### config.mk
export PLATFORM = sky130hd
export DESIGN_NAME = uart_programmer
export DESIGN_NICKNAME = d
export VERILOG_FILES = /design/src/rtl/uart_programmer.sv
export SDC_FILE = /design/constraint.sdc
export NUM_CORES = 1
export LEC_CHECK = 0
export CORE_ASPECT_RATIO = 1.2
export CORE_MARGIN = 5
export CORE_UTILIZATION = 60
export DETAILED_ROUTE_END_ITERATION = 10
export GPL_TIMING_DRIVEN = 0
export PLACE_DENSITY = 0.87
export SLEW_MARGIN = 30
export SYNTH_ARGS = -nofsm -noshare
export SYNTH_HDL_FRONTEND = slang
export SYNTH_SLANG_ARGS = --single-unit
### constraint.sdc
create_clock -name upg_clk_i -period 4.8 [get_ports upg_clk_i]
set_clock_uncertainty 0.1 [all_clocks]
set_input_delay 0.48 -clock upg_clk_i [delete_from_list [all_inputs] [get_ports upg_clk_i]]
set_output_delay 0.48 -clock upg_clk_i [all_outputs]
set_load 0.01 [all_outputs]
### src/rtl/uart_programmer.sv
// UART boot loader: receives a 16-bit word count, then little-endian 32-bit words, and writes them to RAM.
// Optional inter-byte timeout is enabled by defining UPG_TIMEOUT_EN.
module uart_programmer #(
  parameter int CLKS_PER_BIT = 87,
  parameter int TIMEOUT_CLKS = 10_000_000
) (
  input  logic        upg_clk_i,
  input  logic        upg_rst_n_i,
  input  logic        upg_rx_i,
  output logic        upg_wen_o,
  output logic [13:0] upg_adr_o,
  output logic [31:0] upg_dat_o,
  output logic        upg_done_o,
  output logic        upg_err_o
);

  localparam logic [9:0] BIT_END  = 10'(CLKS_PER_BIT - 1);
  localparam logic [9:0] HALF_END = 10'(CLKS_PER_BIT / 2 - 1);

  if (CLKS_PER_BIT < 4 || CLKS_PER_BIT > 1023) begin : g_bad_cpb
    $error("CLKS_PER_BIT out of range 4..1023");
  end
  if (TIMEOUT_CLKS < 1) begin : g_bad_to
    $error("TIMEOUT_CLKS must be positive");
  end

  typedef enum logic [1:0] {
    RX_IDLE,
    RX_START,
    RX_DATA,
    RX_STOP
  } rx_state_t;

  typedef enum logic [1:0] {
    HDR0,
    HDR1,
    PAYLOAD,
    DONE
  } ld_state_t;

  rx_state_t   rx_state, rx_next;
  ld_state_t   ld_state, ld_next;

  logic        sync1, rx_s, rx_prev;
  logic [9:0]  cnt;
  logic [2:0]  bit_idx;
  logic [7:0]  shreg;
  logic        stop_wait;
  logic        byte_valid;
  logic        frame_err;
  logic        timeout;

  logic [13:0] n_words;
  logic [13:0] word_adr;
  logic [1:0]  byte_idx;
  logic [31:0] dat_asm;
  logic        last_word;

  // Two-flop synchronizer plus a delayed copy for falling-edge detection.
  always_ff @(posedge upg_clk_i) begin
    if (!upg_rst_n_i) begin
      sync1   <= 1'b1;
      rx_s    <= 1'b1;
      rx_prev <= 1'b1;
    end else begin
      sync1   <= upg_rx_i;
      rx_s    <= sync1;
      rx_prev <= rx_s;
    end
  end

  // Receiver state register.
  always_ff @(posedge upg_clk_i) begin
    if (!upg_rst_n_i) rx_state <= RX_IDLE;
    else              rx_state <= rx_next;
  end

  // Receiver next-state, byte strobe and framing-error decode.
  always_comb begin
    rx_next    = rx_state;
    byte_valid = 1'b0;
    frame_err  = 1'b0;
    unique case (rx_state)
      RX_IDLE: begin
        if (rx_prev && !rx_s) rx_next = RX_START;
      end
      RX_START: begin
        if (cnt == HALF_END) rx_next = rx_s ? RX_IDLE : RX_DATA;
      end
      RX_DATA: begin
        if (cnt == BIT_END && bit_idx == 3'd7) rx_next = RX_STOP;
      end
      RX_STOP: begin
        if (stop_wait) begin
          if (rx_s) rx_next = RX_IDLE;
        end else if (cnt == BIT_END) begin
          if (rx_s) begin
            byte_valid = 1'b1;
            rx_next    = RX_IDLE;
          end else begin
            frame_err = 1'b1;
          end
        end
      end
    endcase
  end

  // Receiver bit timing and data shift register.
  always_ff @(posedge upg_clk_i) begin
    if (!upg_rst_n_i) begin
      cnt       <= '0;
      bit_idx   <= '0;
      shreg     <= '0;
      stop_wait <= 1'b0;
    end else begin
      unique case (rx_state)
        RX_IDLE: begin
          cnt       <= '0;
          bit_idx   <= '0;
          stop_wait <= 1'b0;
        end
        RX_START: begin
          cnt <= (cnt == HALF_END) ? '0 : cnt + 10'd1;
        end
        RX_DATA: begin
          if (cnt == BIT_END) begin
            cnt     <= '0;
            shreg   <= {rx_s, shreg[7:1]};
            bit_idx <= bit_idx + 3'd1;
          end else begin
            cnt <= cnt + 10'd1;
          end
        end
        RX_STOP: begin
          if (!stop_wait) begin
            if (cnt == BIT_END) begin
              cnt       <= '0;
              stop_wait <= frame_err;
            end else begin
              cnt <= cnt + 10'd1;
            end
          end
        end
      endcase
    end
  end

`ifdef UPG_TIMEOUT_EN
  localparam int TW = $clog2(TIMEOUT_CLKS + 1);
  localparam logic [TW-1:0] TO_END = TW'(TIMEOUT_CLKS - 1);

  logic [TW-1:0] to_cnt;
  logic          to_active;

  assign to_active = (ld_state == HDR1) || (ld_state == PAYLOAD);
  assign timeout   = to_active && !byte_valid && (to_cnt == TO_END);

  // Idle-gap counter, cleared by every received byte.
  always_ff @(posedge upg_clk_i) begin
    if (!upg_rst_n_i)                       to_cnt <= '0;
    else if (!to_active || byte_valid || timeout) to_cnt <= '0;
    else                                    to_cnt <= to_cnt + 1'b1;
  end
`else
  assign timeout = 1'b0;
`endif

  assign last_word = (byte_idx == 2'd3) && (word_adr == n_words - 14'd1);

  // Loader state register.
  always_ff @(posedge upg_clk_i) begin
    if (!upg_rst_n_i) ld_state <= HDR0;
    else              ld_state <= ld_next;
  end

  // Loader next-state: header, payload, terminal.
  always_comb begin
    ld_next = ld_state;
    unique case (ld_state)
      HDR0: begin
        if (byte_valid) ld_next = HDR1;
      end
      HDR1: begin
        if (byte_valid)
          ld_next = ({shreg[5:0], n_words[7:0]} == 14'd0) ? DONE : PAYLOAD;
      end
      PAYLOAD: begin
        if (byte_valid && last_word) ld_next = DONE;
      end
      DONE: ld_next = DONE;
    endcase
    if (timeout) ld_next = HDR0;
  end

  // Loader datapath: word count, assembly, write strobe and flags.
  always_ff @(posedge upg_clk_i) begin
    if (!upg_rst_n_i) begin
      n_words    <= '0;
      word_adr   <= '0;
      byte_idx   <= '0;
      dat_asm    <= '0;
      upg_wen_o  <= 1'b0;
      upg_adr_o  <= '0;
      upg_dat_o  <= '0;
      upg_done_o <= 1'b0;
      upg_err_o  <= 1'b0;
    end else begin
      upg_wen_o  <= 1'b0;
      upg_done_o <= (ld_state == DONE);
      upg_err_o  <= upg_err_o | frame_err | timeout;
      if (timeout) begin
        word_adr <= '0;
        byte_idx <= '0;
      end else if (byte_valid) begin
        unique case (ld_state)
          HDR0: n_words[7:0] <= shreg;
          HDR1: begin
            n_words[13:8] <= shreg[5:0];
            word_adr      <= '0;
            byte_idx      <= '0;
          end
          PAYLOAD: begin
            dat_asm  <= {shreg, dat_asm[31:8]};
            byte_idx <= byte_idx + 2'd1;
            if (byte_idx == 2'd3) begin
              upg_wen_o <= 1'b1;
              upg_adr_o <= word_adr;
              upg_dat_o <= {shreg, dat_asm[31:8]};
              word_adr  <= word_adr + 14'd1;
            end
          end
          DONE: ;
        endcase
      end
    end
  end

endmodule

Word-level counts from Yosys, hierarchy flattened. Index checks and enable logic that the tools add are counted.

Bitwise gates (word level): 1. Reductions and logical operators: 22. Add/subtract/negate cells: 5. Eq/ne operators: 21. Mux-type cells: 34.

Operators by type and width (number): $pmux 10 s4 (1); $mux 10 (3); $pmux 14 s2 (1); $mux 2 (10); $ne 2x2->1 const B (9); $pmux 2 s4 (2); $add 14x1->14 const B (1); $eq 14x14->1 (1); $logic_not 14->1 (1); $mux 14 (1); $sub 14x1->14 const B (1); $mux 1 (12); $reduce_and 2->1 (6); $reduce_and 3->1 (4); $add 10x1->10 const B (1); $eq 10x6->1 const B (1); $eq 10x7->1 const B (1); $eq 2x2->1 const B (5); $pmux 3 s2 (1); $reduce_bool 2->1 (3); $eq 2x1->1 const B (2); $logic_and 1x1->1 (4); $logic_not 2->1 (2); $pmux 2 s2 (1); 9 further kinds (9).

Bits of input ports: 3. Bits in registers: 140. Output and inout port bits: 49.

Logic depth before layout (Yosys ltp). Gate-level depths: netlist of run 1.

Depth after elaboration: 7. Depth in mapped cells: 10. Depth with buffers taken out: 8.

Worst setup path after synthesis of run 1. No wires, ideal clock.

Kind: reg-to-reg. Start point: register cnt[0]. End point: register word_adr[10]. Arrival: 2206 ps. Stages on the path, launching flop included: 9. Slack: 2377 ps. Library setup time: 117 ps. Buffers on the path: 0. Data required time: 4583 ps. Cell sequence: dfxtp_1 inv_1 ha_1 or4b_4 or4_4 nor4_4 nand3_1 xor2_1 nor2_1.

Cells in the longest elaborated chain, start to end: 5.

RTL lines: start: declaration (line 45) `logic [9:0] cnt;`; start signal: assignment (line 123) `cnt <= (cnt == HALF_END) ? '0 : cnt + 10'd1;`; start signal: assignment (line 131) `cnt <= cnt + 10'd1;`; start signal: assignment (line 140) `cnt <= cnt + 10'd1;`; $eq 10x7->1 (line 96) `end else if (cnt == BIT_END) begin`; $mux 1 (line 96); $mux 1 (line 94) `if (stop_wait) begin`; $mux 1 (line 83) `unique case (rx_state)`; $reduce_and 3->1 (no line); end signal: assignment (line 229) `word_adr <= word_adr + 14'd1;`; end: declaration (line 54) `logic [13:0] word_adr;`.

Every way passes these cells. A chain may end at the register's enable or synchronous reset.

Final worst setup path of run 1.
Start point: register cnt[0]. End point: register upg_dat_o[23].

Cells in the longest elaborated chain, start to end: 5.

RTL lines: $eq 10x7->1 (line 96); $mux 1 (line 96); $mux 1 (line 94); $mux 1 (line 83); $reduce_and 3->1 (no line); end signal: assignment (line 228) `upg_dat_o <= {shreg, dat_asm[31:8]};`; end: declaration (line 12) `output logic [31:0] upg_dat_o,`.

Every way passes these cells.

==> results.cfg, run 1 <==
[run_status]
outcome = completed

[layout]
nets = 776
final_area_um2 = 7160
mostFrequentLayoutCells = nand2_1, dfxtp_1, a21boi_0, clkdlybuf4s50_1, nor2_1
final.fill_count = 655
syn_to_final_growth_pct = 22.3
antenna_cells = 0
layout-drive-gt1-share_pct = 7.53
final_common_cell = nand2_1

[placement]
place_congestion = 0.877
place_hpwl_um = 9960
dp_worst_setup_slack_ns = 1.86
portBuffers = 51
place_area_um2 = 6520

[clocking]
cts.sinks = 132
clock_path_buffers = 2
cts_resized = 0
cts_hold_buffers = 0
post_cts_buffers = 0
insertion_delay_ns = 0.42
cts-root-buf = clkbuf_16
cts_tree = yes
htreeDepth = 4
clk_pin_slew_ns = 0.06
numCtsBuffers = 17

[synthesis]
post_synth_instance_area_um2 = 5850
synthTopCellsByArea = dfxtp_1, nand2_1, a21boi_0, xor2_1, ha_1
synth_edf_count = 0
yosys.area_share.simple_pct = 24.5
seq_area_frac_synth_pct = 45.2
synth_compound_area_share_pct = 14.7
synth_top_family_by_area = simple AND/OR/NAND/NOR gates
syn_inst = 687
ys_types = 58
synth_xor_area_share_pct = 6.07
ys.flop_type = dfxtp_1
yosysTopAreaCell = dfxtp_1
synthMuxAreaShare_pct = 2.10
synth_top_cell_area_share_pct = 45.2
synth_warnings = 0
synth_nets = 706
synthArstFlopShare_pct = 0
synthAdderAreaFrac_pct = 3.42
syn_avg_cell_area_um2 = 8.52
ys_seq_elements = 132

[route]
viasPerCell = 5.67
wl_um = 14200
drc = 0
ant_nets = 0
dr.first_iter.drc_count = 317
dr.pass1.iters = 7
vias = 5065
routedWlPerCell_um = 16.0

[global_routing]
grt_use_met2_pct = 42.1
grt_first_pass_wirelength_um = 23900
grt_pass1_vias = 5159
busiest_layer = met2
grtUsageTotal_pct = 24.9
overflow = 0
antenna_found_initial = 0
grt_max_degree = 17
grt_use_met3_pct = 6.01
grt_use_met1_pct = 28.6

[critical_path]
reg2reg_to = upg_dat_o[23]
worst_ep_required_time_ns = 4.98
rr_worst_depth = 9
path_max_fanout = 10
rr_startpoint = cnt[0]
crit_type = reg -> reg
crit_arrival_ns = 3.16
critPathLaunchType = register
reg2reg_slack_ns = 1.82
endpoint_kind = register

[sta]
fin_crit_ns = 2.98
rsz0062_at_grt = false
fin_ws_ns = 1.82
finalSetupTns_ns = 0
whs_ns = 0.322
fin_crit_sh_pct = 62.0
hold_viol = 0
max-slew-margin-rel_pct = 51.2
fmax_mhz = 336
finalSetupViolations = 0
final_max_slew_viol_count = 0
worst_pin_slew_ns = 0.725

[worst_hold_path]
min_path_cells = 1
hold_start = sync1
hold_path.class = reg -> reg
min_to = rx_s

[power]
p_per_area_nw_per_um2 = 362
vdd_drop_max_uv = 253
p_leak_uw = 0.00252

[die]
num_io_pins = 52
core_um2 = 9520
start_util_pct = 61.5
die-height_um = 118
dieArea_um2 = 11800
chipWidth_um = 100
row_count = 39

[flow_run]
max_cap_violations = 0
## metrics by stage
stage          instances  util [%]  total power, µW
2_1_floorplan        687         -             1200
3_3_place_gp         861      68.5             1220
3_5_place_dp         861      68.5             1220
4_1_cts              893      75.2             2590
5_1_grt              893      75.2             2650
6_report             893      75.2             2590
## area by class of cell
cell class | count | area, µm² | area share, %
multi-input combinational | 499 | 2970 | 41.6
sequential | 132 | 2640 | 36.9
clock buffer | 25 | 526 | 7.34
timing repair buffer | 51 | 510 | 7.13
buffer | 42 | 181 | 2.53
tap | 123 | 154 | 2.15
clock inverter | 7 | 116 | 1.63
inverter | 14 | 52.6 | 0.734
## how the worst max path moves through the flow
stage	from	endpoint	slack, ns	depth (start not counted)
floorplan	cnt[0]	word_adr[10]	2.38	8
global placement	cnt[0]	upg_dat_o[24]	1.90	9
detailed placement	cnt[0]	upg_dat_o[18]	1.86	9
CTS	cnt[0]	upg_adr_o[2]	1.83	9
global route	cnt[0]	upg_dat_o[23]	1.63	9
finish	cnt[0]	upg_dat_o[23]	1.82	9
## layer usage
layer,routed length (µm),vias up,share of wire (%)
met4,673,0,4.7
met3,751,53,5.3
met1,5680,2372,40
met5,0,-,0
li1,-,2452,-
met2,7150,188,50
## critical path, stage by stage, from the launching register on
cell      delay [ns]
dfxtp_1         0.33
inv_1           0.08
ha_1            0.13
or4b_4          0.50
nor4_2          0.67
nand3_1         0.18
clkbuf_1        0.34
clkbuf_1        0.31
nand2_1         0.12
a21oi_1         0.07
## synth_stat cells, drive strengths merged (2+ instances only)
master,number
a32oi,2
buf,14
a22oi,2
ha,16
xor2,24
or3,4
nor2,41
nand2,174
nand3,29
a2111oi,2
mux2,2
clkbuf,28
xnor2,14
a211oi,3
inv,14
o21a,2
and2,4
dfxtp,132
o21ai,8
nand4,9
nand3b,3
a21boi,65
nor4b,2
mux2i,10
and3,5
nor2b,7
nand2b,7
nor3b,3
a21oi,25
a31oi,3
nor3,9
nor4,6
## logic make-up after synthesis
kind of cell / Yosys count
fa+ha+maj: 16
mux: 12
simple gates: 309
compound gates: 123
xor+xnor: 39
buf+inv: 56
flops: 132
## state kept, by name, summed over array words and instances (netlist names), named ones only
register and flops:
dat_asm 24, upg_wen_o 1, cnt 10, upg_dat_o 32, word_adr 14, upg_adr_o 14
rx_prev 1, ld_state 2, upg_done_o 1, n_words 14, sync1 1, bit_idx 3
stop_wait 1, byte_idx 2, upg_err_o 1, rx_s 1, shreg 8, rx_state 1
## report_power, final
part	total [µW]	switching [µW]	internal, µW	leakage, µW
Combinational	95.3	59.9	35.4	0.00114
Sequential	1110	6.00	1100	0.00106
Clock	1390	475	913	0.000315
No activity file was read; power rests on OpenSTA's default activity.
==> inputs of run 2 (changes only) <==
- CORE_UTILIZATION: 60 -> 52
- PLACE_DENSITY: 0.87 -> 0.8
- clock period: 4.8 -> 2.45 ns (I/O delays scaled with it)
==> run 2 against run 1 <==
The flow now finishes with violations (setup timing). Non-clock buffer count up 8. Design area rose by 4.5%. Utilization down 7.5 points. Largest cell class unchanged. Largest power group unchanged. Highest routed layer unchanged.
==> results.cfg, run 2 (synthesized netlist as in run 1, its figures left out) <==
[run_status]
outcome = finished with violations
failed_checks = setup timing

[sta]
final_max_slew_viol_count = 0
finalSetupViolations = 1
hold_viol = 0
fin_crit_sh_pct = 100
rsz0062_at_grt = true
fin_crit_ns = 2.45
fin_ws_ns = -0.000780
worst_pin_slew_ns = 0.696
fmax_mhz = 408
max-slew-margin-rel_pct = 53.6

[layout]
top_register = upg_dat_o
antenna_cells = 0
final_core_utilization_pct = 67.8
fin_cells = 911
largest_reg_flops = 32
syn_to_final_growth_pct = 27.8
final_common_cell = nand2_1
reg_top3 = upg_dat_o (32), dat_asm (24)
nets = 785
mostFrequentLayoutCells = nand2_1, dfxtp_1, a21boi_0, clkdlybuf4s50_1, nor2_1
layout-drive-gt1-share_pct = 13.6

[placement]
place_congestion = 0.869
portBuffers = 51
place.detailed.instances = 870
place_hpwl_um = 10400

[worst_hold_path]
hold_path.class = reg -> reg
min_path_cells = 1
min_to = rx_s
hold_start = sync1

[route]
drc = 0
wl_um = 15000
ant_nets = 0
dr.pass1.iters = 5
viasPerCell = 5.68
dr.first_iter.drc_count = 294
vias = 5174
routedWlPerCell_um = 16.5

[flow_run]
max_cap_violations = 0

[power]
p_int_uw = 3760
comb_power_share_pct = 4.2
p_switching_uw = 1070
power_frac_clock_pct = 50.9
p_per_area_nw_per_um2 = 646
swShare_pct = 22.2
p_leak_uw = 0.00268
vdd_drop_max_uv = 383
pwr-share-seq_pct = 44.9

[critical_path]
worst_ep_required_time_ns = 2.69
reg2reg_slack_ns = -0.0008
reg2reg_to = upg_adr_o[7]
path_max_fanout = 7
endpoint_kind = register
crit_type = reg -> reg
critPathLaunchType = register
rr_startpoint = cnt[0]
rr_worst_depth = 11
crit_arrival_ns = 2.69

[clocking]
cts-root-buf = clkbuf_16
numCtsBuffers = 17
cts_hold_buffers = 0
clk_pin_slew_ns = 0.06
htreeDepth = 4
cts.sinks = 132
clock_path_buffers = 2
insertion_delay_ns = 0.42
cts_tree = yes

[die]
num_io_pins = 52
die-height_um = 126
start_util_pct = 53.0
chipWidth_um = 107
row_count = 42
dieArea_um2 = 13500
core_um2 = 11000

[global_routing]
grt_max_degree = 17
antenna_found_initial = 0
grt_pass1_vias = 5145
overflow = 0
grtUsageTotal_pct = 22.4
grt_first_pass_wirelength_um = 24200
==> run 2: cell count changes in the layout (fill, tap and decap cells not counted), moves of 8 or more <==
cell      previous run  this run
nand2_1            174       166
buf_4                3        16
a21oi_1             25        17
clkbuf_1            29        21
a21boi_1             0        13
buf_2               10         1
a21boi_0            65        51
a21oi_2              0         8
==> run 2: how the worst max path moves through the flow <==
stage,startpoint,end,slack (ns),cells after the start
finish,cnt[0],upg_adr_o[7],-0.0008,11
global route,n_words[0],ld_state[1],-0.09,7
CTS,cnt[1],shreg[1],0.001,7
detailed placement,cnt[0],upg_dat_o[14],-0.62,9
global placement,cnt[0],upg_dat_o[24],-0.51,9
floorplan,cnt[0],word_adr[10],0.03,8
==> run 2: layer usage <==
metal	share of wire, %	global-route usage (%)	up-vias
li1	-	-	2491
met1	40	24.4	2509
met2	53	40.1	132
met3	3.8	5.42	42
met4	3.3	11.0	0
met5	0	0	-
==> run 2: final cells by class <==
type,count,area [µm²]
inverter,14,52.6
sequential,132,2650
buffer,38,221
tap,132,165
multi-input combinational,500,3180
fill,836,3560
timing repair buffer,63,634
clock buffer,20,447
clock inverter,12,130
==> run 2: power groups by stage <==
stage,Clock (µW),Sequential (µW),Combinational [µW]
2_1_floorplan,0,2210,137
3_3_place_gp,0,2210,174
3_5_place_dp,0,2220,181
4_1_cts,2480,2170,187
5_1_grt,2590,2170,217
6_report,2460,2170,201
==> run 2: worst max-delay path, cell delays in order, from the launching register on <==
cell and delay (ns):
dfxtp_2 0.33, inv_2 0.08, ha_4 0.13, or4b_4 0.50, nor4_4 0.22, buf_4 0.21, and3_4 0.20, buf_6 0.12
buf_8 0.14, clkbuf_16 0.16, nand2_2 0.05, a21oi_1 0.14
==> run 2: repair_timing <==
action                                  in CTS  in global routing
setup buffers                                4                  7
pin swaps                                    8                 12
resized for setup                           25                 65
cloned                                       0                  2
endpoints found under the setup margin     114                106
==> run 2: through the flow <==
stage / power [µW] / instance area (µm²) / TNS, ns / hold WS (ns) / setup slack (ns)
floorplan: 2350 / 5850 / 0 / 0.246 / 0.0273
global placement: 2390 / 6530 / -32.90 / 0.291 / -0.514
finish: 4830 / 7480 / -0.000780 / 0.314 / -0.000780
detailed placement: 2400 / 6530 / -40.77 / 0.297 / -0.621
global route: 4980 / 7480 / -1.33 / 0.319 / -0.0892
CTS: 4830 / 7230 / 0 / 0.311 / 0.00121
